===== src/rtl/fmul_sched_pkg.sv =====
// fmul_sched_pkg -- shared types and width helpers for the multiplier scheduler.
// Rev 1.0
`default_nettype none

package fmul_sched_pkg;

  localparam int FP_W     = 32;
  localparam int ID_MAX_W = 2;   // enough for up to 4 requesters

  function automatic int id_width(input int nreq);
    return (nreq > 1) ? $clog2(nreq) : 1;
  endfunction

  function automatic int cnt_width(input int depth);
    return $clog2(depth) + 1;
  endfunction

  typedef struct packed {
    logic                valid;
    logic [ID_MAX_W-1:0] id;
  } tag_t;

endpackage

`default_nettype wire


===== src/rtl/fmul_res_fifo.sv =====
// fmul_res_fifo -- 32-bit synchronous result FIFO with occupancy count.
// Rev 1.0
`default_nettype none

module fmul_res_fifo
  import fmul_sched_pkg::*;
#(
  parameter int DEPTH = 4
) (
  input  logic                        clk,
  input  logic                        reset,
  input  logic                        push,
  input  logic [FP_W-1:0]             push_data,
  input  logic                        pop,
  output logic [FP_W-1:0]             head,
  output logic                        empty,
  output logic                        full,
  output logic [cnt_width(DEPTH)-1:0] count
);

  localparam int AW = $clog2(DEPTH);
  localparam int CW = cnt_width(DEPTH);

  logic [FP_W-1:0] r_mem [DEPTH];
  logic [AW-1:0]   r_wr;
  logic [AW-1:0]   r_rd;
  logic [CW-1:0]   r_count;
  logic            w_pop_ok;

  assign w_pop_ok = pop && !empty;
  assign empty    = (r_count == '0);
  assign full     = (r_count == CW'(DEPTH));
  assign count    = r_count;
  assign head     = empty ? '0 : r_mem[r_rd];

  always_ff @(posedge clk) begin
    if (push) begin
      r_mem[r_wr] <= push_data;
    end
  end

  // Pointers wrap naturally because DEPTH is a power of two.
  always_ff @(posedge clk) begin
    if (reset) begin
      r_wr    <= '0;
      r_rd    <= '0;
      r_count <= '0;
    end else begin
      if (push)     r_wr <= r_wr + 1'b1;
      if (w_pop_ok) r_rd <= r_rd + 1'b1;
      case ({push, w_pop_ok})
        2'b10:   r_count <= r_count + 1'b1;
        2'b01:   r_count <= r_count - 1'b1;
        default: r_count <= r_count;
      endcase
    end
  end

endmodule

`default_nettype wire


===== src/rtl/fmul_sched.sv =====
// fmul_sched -- round-robin, credit-gated sharing of one pipelined FP multiplier.
// Rev 1.0
`default_nettype none

module fmul_sched
  import fmul_sched_pkg::*;
#(
  parameter int NREQ        = 2,
  parameter int MUL_LATENCY = 5,
  parameter int RES_DEPTH   = 4
) (
  input  logic                 clk,
  input  logic                 reset,
  input  logic [NREQ-1:0]      req_valid,
  output logic [NREQ-1:0]      req_ready,
  input  logic [FP_W*NREQ-1:0] req_a,
  input  logic [FP_W*NREQ-1:0] req_b,
  output logic [FP_W-1:0]      mul_a,
  output logic [FP_W-1:0]      mul_b,
  output logic                 mul_issue,
  input  logic [FP_W-1:0]      mul_z,
  output logic [NREQ-1:0]      res_valid,
  input  logic [NREQ-1:0]      res_ready,
  output logic [FP_W*NREQ-1:0] res_z,
  output logic                 busy
);

  localparam int IDW = id_width(NREQ);
  localparam int CW  = cnt_width(RES_DEPTH);

  logic [IDW-1:0]  r_ptr;
  logic [IDW-1:0]  r_issue_id;
  logic [IDW-1:0]  w_gnt_id;
  logic            w_gnt_any;
  logic [NREQ-1:0] w_gnt;
  logic [NREQ-1:0] w_elig;
  logic [NREQ-1:0] w_push;
  logic [NREQ-1:0] w_pop;
  logic [NREQ-1:0] w_empty;
  logic [NREQ-1:0] w_full;
  logic [NREQ-1:0] w_live;
  logic [FP_W-1:0] w_sel_a;
  logic [FP_W-1:0] w_sel_b;
  logic [CW-1:0]   r_inflight [NREQ];
  logic [CW-1:0]   w_occ      [NREQ];
  tag_t            r_tag      [MUL_LATENCY];
  tag_t            w_tail;

  assign w_tail = r_tag[MUL_LATENCY-1];

  // Two passes give the wrapping upward search starting at the pointer.
  always_comb begin
    w_gnt     = '0;
    w_gnt_any = 1'b0;
    w_gnt_id  = '0;
    w_sel_a   = '0;
    w_sel_b   = '0;
    for (int i = 0; i < NREQ; i++) begin
      w_elig[i] = req_valid[i] &&
                  (({1'b0, r_inflight[i]} + {1'b0, w_occ[i]}) < (CW+1)'(RES_DEPTH));
    end
    for (int i = 0; i < NREQ; i++) begin
      if (!w_gnt_any && (IDW'(i) >= r_ptr) && w_elig[i]) begin
        w_gnt_any = 1'b1;
        w_gnt_id  = IDW'(i);
      end
    end
    for (int i = 0; i < NREQ; i++) begin
      if (!w_gnt_any && (IDW'(i) < r_ptr) && w_elig[i]) begin
        w_gnt_any = 1'b1;
        w_gnt_id  = IDW'(i);
      end
    end
    for (int i = 0; i < NREQ; i++) begin
      if (w_gnt_any && (w_gnt_id == IDW'(i))) begin
        w_gnt[i] = 1'b1;
        w_sel_a  = req_a[i*FP_W +: FP_W];
        w_sel_b  = req_b[i*FP_W +: FP_W];
      end
    end
  end

  assign req_ready = reset ? '0 : w_gnt;

  always_ff @(posedge clk) begin
    if (reset) begin
      r_ptr      <= '0;
      r_issue_id <= '0;
      mul_a      <= '0;
      mul_b      <= '0;
      mul_issue  <= 1'b0;
      for (int s = 0; s < MUL_LATENCY; s++) r_tag[s] <= '0;
    end else begin
      mul_issue  <= w_gnt_any;
      mul_a      <= w_gnt_any ? w_sel_a : '0;
      mul_b      <= w_gnt_any ? w_sel_b : '0;
      r_issue_id <= w_gnt_id;
      if (w_gnt_any) begin
        r_ptr <= (w_gnt_id == IDW'(NREQ-1)) ? '0 : w_gnt_id + 1'b1;
      end
      r_tag[0] <= '{valid: mul_issue, id: ID_MAX_W'(r_issue_id)};
      for (int s = 1; s < MUL_LATENCY; s++) r_tag[s] <= r_tag[s-1];
    end
  end

  generate
    for (genvar i = 0; i < NREQ; i++) begin : g_req
      logic w_inc;
      logic w_dec;

      // Credit is taken at the handshake edge so the op is counted before it reaches mul_a.
      assign w_inc     = w_gnt_any && !reset && (w_gnt_id == IDW'(i));
      assign w_dec     = w_tail.valid && (w_tail.id == ID_MAX_W'(i));
      assign w_push[i] = w_dec;
      assign w_pop[i]  = res_valid[i] && res_ready[i];
      assign res_valid[i] = !w_empty[i];
      assign w_live[i] = (r_inflight[i] != '0) || (w_occ[i] != '0);

      always_ff @(posedge clk) begin
        if (reset) begin
          r_inflight[i] <= '0;
        end else if (w_inc && !w_dec) begin
          r_inflight[i] <= r_inflight[i] + 1'b1;
        end else if (w_dec && !w_inc) begin
          r_inflight[i] <= r_inflight[i] - 1'b1;
        end
      end

      fmul_res_fifo #(
        .DEPTH (RES_DEPTH)
      ) u_fifo (
        .clk       (clk),
        .reset     (reset),
        .push      (w_push[i]),
        .push_data (mul_z),
        .pop       (w_pop[i]),
        .head      (res_z[i*FP_W +: FP_W]),
        .empty     (w_empty[i]),
        .full      (w_full[i]),
        .count     (w_occ[i])
      );

      a_no_overflow: assert property (@(posedge clk) disable iff (reset) !(w_push[i] && w_full[i]));
    end
  endgenerate

  assign busy = (|w_live) || mul_issue;

endmodule

`default_nettype wire

===== config.mk =====
export PLATFORM = sky130hd
export DESIGN_NAME = fmul_sched
export DESIGN_NICKNAME = d
export VERILOG_FILES = /design/src/rtl/fmul_sched_pkg.sv /design/src/rtl/fmul_res_fifo.sv /design/src/rtl/fmul_sched.sv
export SDC_FILE = /design/constraint.sdc
export NUM_CORES = 1
export LEC_CHECK = 0
export ABC_CLOCK_PERIOD_IN_PS = 9700
export CORE_UTILIZATION = 30
export CTS_CLUSTER_SIZE = 30
export DETAILED_ROUTE_END_ITERATION = 8
export MAX_ROUTING_LAYER = met4
export PLACE_DENSITY = 0.51
export REMOVE_ABC_BUFFERS = 1
export SYNTH_ARGS = -nofsm -noshare
export SYNTH_HDL_FRONTEND = slang
export SYNTH_SLANG_ARGS = --single-unit

===== constraint.sdc =====
create_clock -name clk -period 9.7 [get_ports clk]
set_input_delay 2.91 -clock clk [delete_from_list [all_inputs] [get_ports clk]]
set_output_delay 2.91 -clock clk [all_outputs]
set_load 0.02 [all_outputs]

# [Yosys cells after proc, flatten, opt, wreduce, memory -nomap -nowiden]
# Memories as Yosys holds them, arrays and structs flattened. A register that Yosys moved wholly into a read port is not among the register bits.
# Cells that the tools add are included.
[op_classes] eq_ne=5 n_reduce_logical=48 muxes=53 order_cmp=6 bitwise=11 addsub=15
[ops] operator="$mux 32" n=6
[ops] operator="$mux 1" n=31
[ops] operator="$mux 3" n=9
[ops] operator="$logic_and 1x1->1" n=24
[ops] operator="$add 3x1->3 const B" n=4
[ops] operator="$pmux 3 s2" n=2
[ops] operator="$reduce_bool 3->1" n=4
[ops] operator="$sub 3x1->3 const B" n=4
[ops] operator="$logic_not 1->1" n=10
[ops] operator="$mux 2" n=5
[ops] operator="$or 1x1->1" n=9
[ops] operator="$add 2x1->2 const B" n=4
[ops] operator="$add 3x3->4" n=2
[ops] operator="$lt 4x3->1 const B" n=2
[ops] operator="$eq 2x1->1 const B" n=3
[ops] operator="$logic_not 3->1" n=2
[ops] operator="$eq 2x2->1 const B" n=2
[ops] operator="$reduce_bool 2->1" n=2
[ops] operator="$reduce_or 2->1" n=2
[ops] operator="$logic_or 1x1->1" n=3
[ops] operator="$ge 1x1->1 const A" n=2
[ops] operator="$logic_not 2->1" n=1
[ops] operator="$lt 1x1->1 const A" n=2
[ops] operator="$not 1->1" n=2
[ops] operator="$add 1x1->1 const B" n=1
[word_totals] memories=4 ramBits=277 word_cells=153 in_bits=166 ff_bits=81
[memory_table] name="g_req[0].u_fifo.r_mem" words=4 width=32 read_ports=1 rd_ports_with_merged_regs=1 write_ports=1 line="fmul_res_fifo.sv:24" text="logic [FP_W-1:0] r_mem [DEPTH];"
[memory_table] name="g_req[1].u_fifo.r_mem" words=4 width=32 read_ports=1 rd_ports_with_merged_regs=1 write_ports=1 line="fmul_res_fifo.sv:24"
[memory_table] name="r_tag" words=5 width=3 read_ports=5 rd_ports_with_merged_regs=0 write_ports=5 line="fmul_sched.sv:46" text="tag_t r_tag [MUL_LATENCY];"
[memory_table] name="r_inflight" words=2 width=3 read_ports=2 rd_ports_with_merged_regs=0 write_ports=2 line="fmul_sched.sv:44" text="logic [CW-1:0] r_inflight [NREQ];"

# [Depth between registers and ports, before layout]
# Gate-level depths: netlist of run 1.
[depth] word_depth=26 mapped_depth=9

# [Hierarchy]
# A second synthesis of run 1 with hierarchy kept.
[unflattened] cells_unflattened=747 hier_area_um2=13605.5
[by_module_without_submodules] module="fmul_res_fifo" area_per_inst_um2=5293.8 instances=2 seq_area_each_um2=4023.9 cells_per_inst=252
[by_module_without_submodules] module="fmul_sched" area_per_inst_um2=3017.9 instances=1 seq_area_each_um2=1721.7 cells_per_inst=243

# [Worst setup path after synthesis of run 1]
# No wires, ideal clock.
[synth_path] path_type="input port to output port" from="in req_valid[0]" to="out req_ready[0]" path_slack_ns=2.760 cell_stages=4 t_arrival_ns=4.030 path_buffers=1 t_required_ns=6.790 cell_sequence="or4b_4 -> a31o_2 -> nor3_2 -> buf_2"
[synth_via] elab_chain_len=19 word_cells_on_any_way=22 classes_between="9 x mux; 1 x bitwise; 12 x reduce/logical"
[synth_rtl] item="start: declaration" line="fmul_sched.sv:14" text="input logic [NREQ-1:0] req_valid,"
[synth_rtl] item="$logic_and 1x1->1 (*)" line="fmul_sched.sv:59" text="w_elig[i] = req_valid[i] &&"
[synth_rtl] item="$logic_and 1x1->1" line="fmul_sched.sv:63" text="if (!w_gnt_any && (IDW'(i) >= r_ptr) && w_elig[i]) begin"
[synth_rtl] item="$mux 1" line="fmul_sched.sv:63"
[synth_rtl] item="$logic_not 1->1" line="fmul_sched.sv:63"
[synth_rtl] item="$logic_and 1x1->1 (2 in a row)" line="fmul_sched.sv:63"
[synth_rtl] item="$mux 1" line="fmul_sched.sv:63"
[synth_rtl] item="$logic_not 1->1" line="fmul_sched.sv:69" text="if (!w_gnt_any && (IDW'(i) < r_ptr) && w_elig[i]) begin"
[synth_rtl] item="$logic_and 1x1->1 (2 in a row)" line="fmul_sched.sv:69"
[synth_rtl] item="$mux 1" line="fmul_sched.sv:69"
[synth_rtl] item="$logic_not 1->1" line="fmul_sched.sv:69"
[synth_rtl] item="$logic_and 1x1->1 (2 in a row)" line="fmul_sched.sv:69"
[synth_rtl] item="$mux 1" line="fmul_sched.sv:69"
[synth_rtl] item="$not 1->1" line="fmul_sched.sv:75" text="if (w_gnt_any && (w_gnt_id == IDW'(i))) begin"
[synth_rtl] item="$logic_and 1x1->1 (*)" line="fmul_sched.sv:75"
[synth_rtl] item="$mux 1 (*)" line="fmul_sched.sv:75"
[synth_rtl] item="$mux 2 (*)" line="fmul_sched.sv:83" text="assign req_ready = reset ? '0 : w_gnt;"
[synth_rtl] item="end: declaration" line="fmul_sched.sv:15" text="output logic [NREQ-1:0] req_ready,"
# Every way passes the cells marked *; elsewhere a longest branch is shown, timed or not.

# [Worst setup path after layout of run 1]
[layout_path] from="in req_valid[1]" to="out req_ready[1]"
[layout_via] elab_chain_len=14 word_cells_on_any_way=17 classes_between="8 x mux; 9 x reduce/logical"
[layout_rtl] item="$logic_and 1x1->1 (*)" line="fmul_sched.sv:59"
[layout_rtl] item="$logic_and 1x1->1" line="fmul_sched.sv:63"
[layout_rtl] item="$mux 1" line="fmul_sched.sv:63"
[layout_rtl] item="$logic_not 1->1" line="fmul_sched.sv:69"
[layout_rtl] item="$logic_and 1x1->1 (2 in a row)" line="fmul_sched.sv:69"
[layout_rtl] item="$mux 1" line="fmul_sched.sv:69"
[layout_rtl] item="$logic_not 1->1" line="fmul_sched.sv:69"
[layout_rtl] item="$logic_and 1x1->1 (2 in a row)" line="fmul_sched.sv:69"
[layout_rtl] item="$mux 1" line="fmul_sched.sv:69"
[layout_rtl] item="$logic_and 1x1->1 (*)" line="fmul_sched.sv:75"
[layout_rtl] item="$mux 1 (*)" line="fmul_sched.sv:75"
[layout_rtl] item="$mux 2 (*)" line="fmul_sched.sv:83"
# Marked as above.

==> results of run 1 <==
[cell usage after synthesis, drive strengths merged]
cell / number / area, µm²
a2111oi: 2 / 36.29
a211oi: 1 / 7.510
a21oi: 6 / 30.03
a22o: 64 / 560.5
a31o: 1 / 8.760
a31oi: 1 / 12.51
and2: 71 / 444.2
and3: 7 / 43.79
buf: 23 / 147.6
clkbuf: 19 / 71.32
dfxtp: 95 / 1902
edfxtp: 262 / 7868
fa: 3 / 60.06
ha: 17 / 212.7
inv: 18 / 67.56
mux2: 4 / 45.04
mux2i: 4 / 40.04
mux4: 64 / 1441
nand2: 7 / 26.28
nand3: 5 / 25.02
nor2: 22 / 82.58
nor2b: 11 / 68.82
nor3: 8 / 50.05
nor4b: 1 / 8.760
o21ai: 3 / 18.77
or3: 5 / 31.28
or4b: 2 / 27.53
xnor2: 5 / 43.79
xor2: 8 / 70.07
[sequential cells by signal, summed over array words and instances (netlist names), named ones only]
register and count:
g_req.u_fifo.r_mem 256, mul_a 32, mul_b 32, r_tag 10
g_req.u_fifo.count 6, r_inflight 6, g_req.u_fifo.r_rd 4, g_req.u_fifo.r_wr 4
mul_issue 1, r_issue_id 1, r_ptr 1
[routing by layer]
metal	wire, µm	GRT usage
met1	14210	0.1871
met2	18480	0.2848
met3	2360	0.04452
met4	707	0.04655
met5	0	-
[per-stage QoR]
step                std cells  hold slack, ns
finish                   1670          0.4333
global route             1669          0.4583
CTS                      1667          0.4378
detailed placement       1595          0.4247
global placement         1595          0.4154
floorplan                 697          0.4138
[how the worst max path moves through the flow]
stage / from / end / slack (ns)
CTS: req_valid[1] / req_ready[1] / 1.53
finish: req_valid[1] / req_ready[1] / 1.61
global placement: req_valid[1] / req_ready[1] / 1.55
detailed placement: req_valid[1] / req_ready[1] / 1.54
global route: req_valid[1] / req_ready[1] / 1.56
floorplan: req_valid[0] / req_ready[0] / 1.06
[cell type report]
| class | count | area (µm²) |
|---|---|---|
| inverter | 18 | 67.56 |
| clock inverter | 19 | 176.4 |
| multi-input combinational | 322 | 3412 |
| tap | 592 | 740.7 |
| sequential | 357 | 9774 |
| antenna | 3 | 7.507 |
| clock buffer | 53 | 1081 |
| fill | 4038 | 25920 |
| timing repair buffer | 306 | 3045 |
[logic make-up (layout without fill, tap and decap cells)]
logic type	count (synthesis)	count (layout)	share of synthesized area
flops	357	357	0.7263
simple gates	139	139	0.06009
compound gates	78	78	0.05014
mux	72	72	0.1135
buf+inv	60	396	0.02130
fa+ha+maj	20	20	0.02028
xor+xnor	13	13	0.008464
other cells	0	3	0
[critical path: cells and delay by family]
family,cells,cell delay [ns]
compound gates,1,0.50
buf+inv,2,1.24
simple gates,1,0.53
[power breakdown]
| part | internal (W) | leakage [nW] | switching (W) |
|---|---|---|---|
| combinational | 0.000129 | 2.33 | 0.000109 |
| clock | 0.000865 | 0.614 | 0.000597 |
| sequential | 0.00166 | 3.14 | 0.0000114 |
| total | 0.00266 | 6.09 | 0.000717 |
==> metrics.yaml, run 1 <==
logic_synthesis:
  synthesis.instances: 739
  ys_ff_latch: 357
  yosysSeqAreaShare: 0.7263
  avgSynthCellArea_um2: 18.20
  synth_area_mm2: 0.01345
  yosys_warnings: 0
  synth_cell_types: 35
grt:
  grt_pass1_wl_um: 52060
  grt_pass1_vias: 8165
  grt_max_degree: 65
  grt-ovfl-total: 0
  grt_antenna_before_repair: 2
  grt_use_total: 0.1649
floorplanning:
  boundaryPins: 300
  num_rows: 77
  die_h_um: 213.8
  dieArea_mm2: 0.04569
  die_w_um: 213.8
  core_mm2: 0.04422
  start_util: 0.3042
routing:
  avgRoutedWirePerCell_um: 21.41
  viasPerCell: 4.576
  num_vias: 7642
  antenna_left: 0
  drtIter0Drc: 296
  wl_um: 35760
  dr.pass1.iters: 4
  drc: 0
pwr:
  power_w: 0.003374
  p_leak_nw: 6.089
  power.density_mw_per_mm2: 184.3
  power.ir.vdd_worst_mv: 0.1056
placement:
  gp_congestion: 0.7717
  io_buffer_count: 299
  place_ws_ns: 1.535
  dp_hpwl_um: 22490
  placed_area_mm2: 0.01704
setup_path:
  crit_arrival_ns: 5.18
  critPathLaunchType: "input pin"
  end_kind: "output pin"
  r2r-end: "r_inflight[1][2]$_SDFFCE_PN0P_"
  slowest_delay_ns: 0.71
  required_ns: 6.79
  crit_top_cell: "clkdlybuf4s50_1"
  r2r_start: "r_inflight[0][2]$_DFFE_PP_"
  regToRegSetupSlack_ns: 6.45
  rr_worst_depth: 9
  crit_fanout: 4
  crit_type: "input pin to output pin"
  path_cells: "clkdlybuf4s50_1 > or4b_4 > a2111oi_4 > clkdlybuf4s50_1"
  slowest_stage: "clkdlybuf4s50_1"
finish:
  drive_gt1_frac: 0.1395
  final_util: 0.4139
  fin_area_mm2: 0.01831
  finalNetCount: 1231
  layout_commonest_cell: "clkdlybuf4s50_1"
  final_cell_mix: "clkdlybuf4s50_1, edfxtp_1, dfxtp_1"
  syn_to_final_growth_pct: 36.08
sta:
  setup_tns_ns: 0
  final-hold-violation-count: 0
  max_freq_mhz: 123.6
  layout_setup_ws_ns: 1.611
  tightest_slew_ns: 1.089
  slew_headroom: 0.2739
  rsz0062_at_grt: "false"
  drv_slew: 0
  period_needed_ns: 8.089
  min_period_over_period: 0.8339
  fin_worst_skew_ns: 0.01134
  finalSetupViolations: 0
clock_tree:
  h-tree-depth: 2
  clock-sinks: 357
  clk_pin_slew_worst_paths_ns: 0.06
  clk_latency_ns: 0.55
  clockBufferDepth: 3
  root_buffer: "clkbuf_16"
  post_cts_buffers: 0
  cts_hold_buf: 0
  cts_resized: 0
  cts_tree: "built"
  cts_buffers: 40
status:
  status: "completed"
hold_path:
  holdPathEnd: "r_tag[0][9]$_SDFF_PP0_"
  worstHoldStart: "r_tag[0][6]$_SDFF_PP0_"
  hp-class: "flip-flop to flip-flop"
  hold_depth: 1
job:
  drv_cap: 0
(Power assumes the default switching activity.)
==> run 2: changes to the inputs <==
--- a/config.mk
+++ b/config.mk
@@ -5,7 +5,7 @@
 export SDC_FILE = /design/constraint.sdc
 export NUM_CORES = 1
 export LEC_CHECK = 0
-export ABC_CLOCK_PERIOD_IN_PS = 9700
+export ABC_CLOCK_PERIOD_IN_PS = 7600
 export CORE_UTILIZATION = 30
 export CTS_CLUSTER_SIZE = 30
 export DETAILED_ROUTE_END_ITERATION = 8
==> constraint.sdc (replaced) <==
create_clock -name clk -period 7.6 [get_ports clk]
set_input_delay 2.28 -clock clk [delete_from_list [all_inputs] [get_ports clk]]
set_output_delay 2.28 -clock clk [all_outputs]
set_load 0.02 [all_outputs]
==> run 2 against run 1 <==
Net effect:
- sequential power up 28%
- worst setup slack lost 0.84 ns
- critical path depth did not move
- via count grew 0.27%
- hold slack got worse by 0.0084 ns
- power is 29% higher
- flip-flop and latch count unchanged
- core utilization grew 0.17 points
- cell count rose by 0.24%
- critical endpoint unchanged
- highest routed layer unchanged
==> metrics.yaml, run 2 (synthesis gave the netlist of run 1 again) <==
setup_path:
  rr_worst_depth: 9  # unchanged
  critPathLaunchType: "input pin"
  crit_type: "input pin to output pin"
  crit_fanout: 4  # unchanged
  crit_arrival_ns: 4.55  # -0.63 ns
  required_ns: 5.32  # -1.47 ns
  end_kind: "output pin"
hold_path:
  hp-class: "flip-flop to flip-flop"
  hold_depth: 1  # unchanged
placement:
  gp_congestion: 0.7792  # +0.97%
  io_buffer_count: 299  # unchanged
  dp_cells: 1598  # +0.19%
  dp_hpwl_um: 22880  # +1.7%
sta:
  setup_tns_ns: 0  # unchanged
  slew_headroom: 0.2891  # +0.01524
  finalSetupViolations: 0  # unchanged
  tightest_slew_ns: 1.066  # -0.02286 ns
  rsz0062_at_grt: "false"
  period_needed_ns: 6.833
  min_period_over_period: 0.8990
  fin_worst_skew_ns: 0.01374  # +0.002395 ns
  max_freq_mhz: 146.4
  drv_slew: 0  # unchanged
  final-hold-violation-count: 0  # unchanged
grt:
  grt-ovfl-total: 0  # unchanged
  grt_pass1_vias: 8196  # +0.38%
  grt_antenna_before_repair: 2  # unchanged
  grt_pass1_wl_um: 51900  # -0.31%
  grt_max_degree: 65  # unchanged
  grt_use_total: 0.1651  # +0.0001650
status:
  status: "completed"
routing:
  avgRoutedWirePerCell_um: 21.22  # -0.89%
  drc: 0  # unchanged
  drtIter0Drc: 336  # +14%
  viasPerCell: 4.578  # about the same
  num_vias: 7663  # +0.27%
  antenna_left: 0  # unchanged
  wl_um: 35520  # -0.65%
  dr.pass1.iters: 4  # unchanged
floorplanning:
  die_w_um: 213.8  # unchanged
  core_mm2: 0.04422  # unchanged
  num_rows: 77  # unchanged
  start_util: 0.3042  # unchanged
  boundaryPins: 300  # unchanged
  die_h_um: 213.8  # unchanged
  dieArea_mm2: 0.04569  # unchanged
finish:
  regMostFlops: "g_req.u_fifo.r_mem"
  drive_gt1_frac: 0.1435  # +0.003984
  fin_cells: 1674  # +0.24%
  layout_commonest_cell: "clkdlybuf4s50_1"
  largest_reg_flops: 256  # unchanged
  reg_top3: "g_req.u_fifo.r_mem (256), mul_a (32), mul_b (32)"
  final_cell_mix: "clkdlybuf4s50_1, edfxtp_1, dfxtp_1"
  final_util: 0.4157  # +0.001726
  finalNetCount: 1235  # +0.32%
  syn_to_final_growth_pct: 36.65
clock_tree:
  cts_resized: 0  # unchanged
  cts_tree: "built"
  clk_latency_ns: 0.55  # about the same
  clk_pin_slew_worst_paths_ns: 0.06  # about the same
  clockBufferDepth: 3  # unchanged
  cts_hold_buf: 0  # unchanged
  post_cts_buffers: 0  # unchanged
  h-tree-depth: 2  # unchanged
  cts_buffers: 41  # +2.5%
  root_buffer: "clkbuf_16"
  clock-sinks: 357  # unchanged
job:
  drv_cap: 0  # unchanged
pwr:
  p_leak_nw: 6.131  # +0.69%
  power.ir.vdd_worst_mv: 0.1413  # +34%
  power.density_mw_per_mm2: 237.0  # +29%
  power_w: 0.004356  # +29%
run 2: layer usage:
metal	global-route usage	vias up	part of all wire
li1	-	3497	-
met1	0.1892	3789	0.40
met2	0.2797	314	0.50
met3	0.03676	63	0.064
met4	0.06675	0	0.035
met5	-	-	0
run 2: metrics by stage:
stage	setup slack, ns	hold WS (ns)	cell area, µm²
6_report	0.7675	0.4248	18380
5_1_grt	0.6958	0.4420	18380
4_1_cts	0.6883	0.4259	18380
3_5_place_dp	0.6974	0.4204	17060
3_3_place_gp	0.7037	0.4167	17060
2_1_floorplan	0.2243	0.4138	13230
run 2: worst paths after layout:
check | from | endpoint | slack [ns]
worst max-delay path | req_valid[1] | req_ready[1] | 0.77
worst min-delay path | r_tag[0][6]$_SDFF_PP0_ | r_tag[0][9]$_SDFF_PP0_ | 0.42
worst max register to register | r_inflight[0][2]$_DFFE_PP_ | r_inflight[1][2]$_SDFFCE_PN0P_ | 4.38
worst min register to register | r_tag[0][6]$_SDFF_PP0_ | r_tag[0][9]$_SDFF_PP0_ | 0.42
run 2: power by group:
part | internal (W) | leakage [nW] | switching, W
Sequential | 0.00212 | 3.14 | 0.0000154
Combinational | 0.000165 | 2.35 | 0.000138
Clock | 0.00115 | 0.640 | 0.000766
run 2: cell type report:
| cell class | count | area [µm²] |
|---|---|---|
| diodes | 2 | 5.005 |
| clock buffers | 59 | 1181 |
| clock inverters | 15 | 132.6 |
| fillers | 4002 | 25840 |
| inverters | 18 | 67.56 |
| multi-input cells | 322 | 3412 |
| flip-flops and latches | 357 | 9774 |
| well taps | 592 | 740.7 |
| repair buffers | 309 | 3068 |
run 2: critical path: stages:
cell and delay, ns:
clkdlybuf4s50_1 0.50, or4b_4 0.52, a2111oi_4 0.52, clkdlybuf4s50_1 0.73
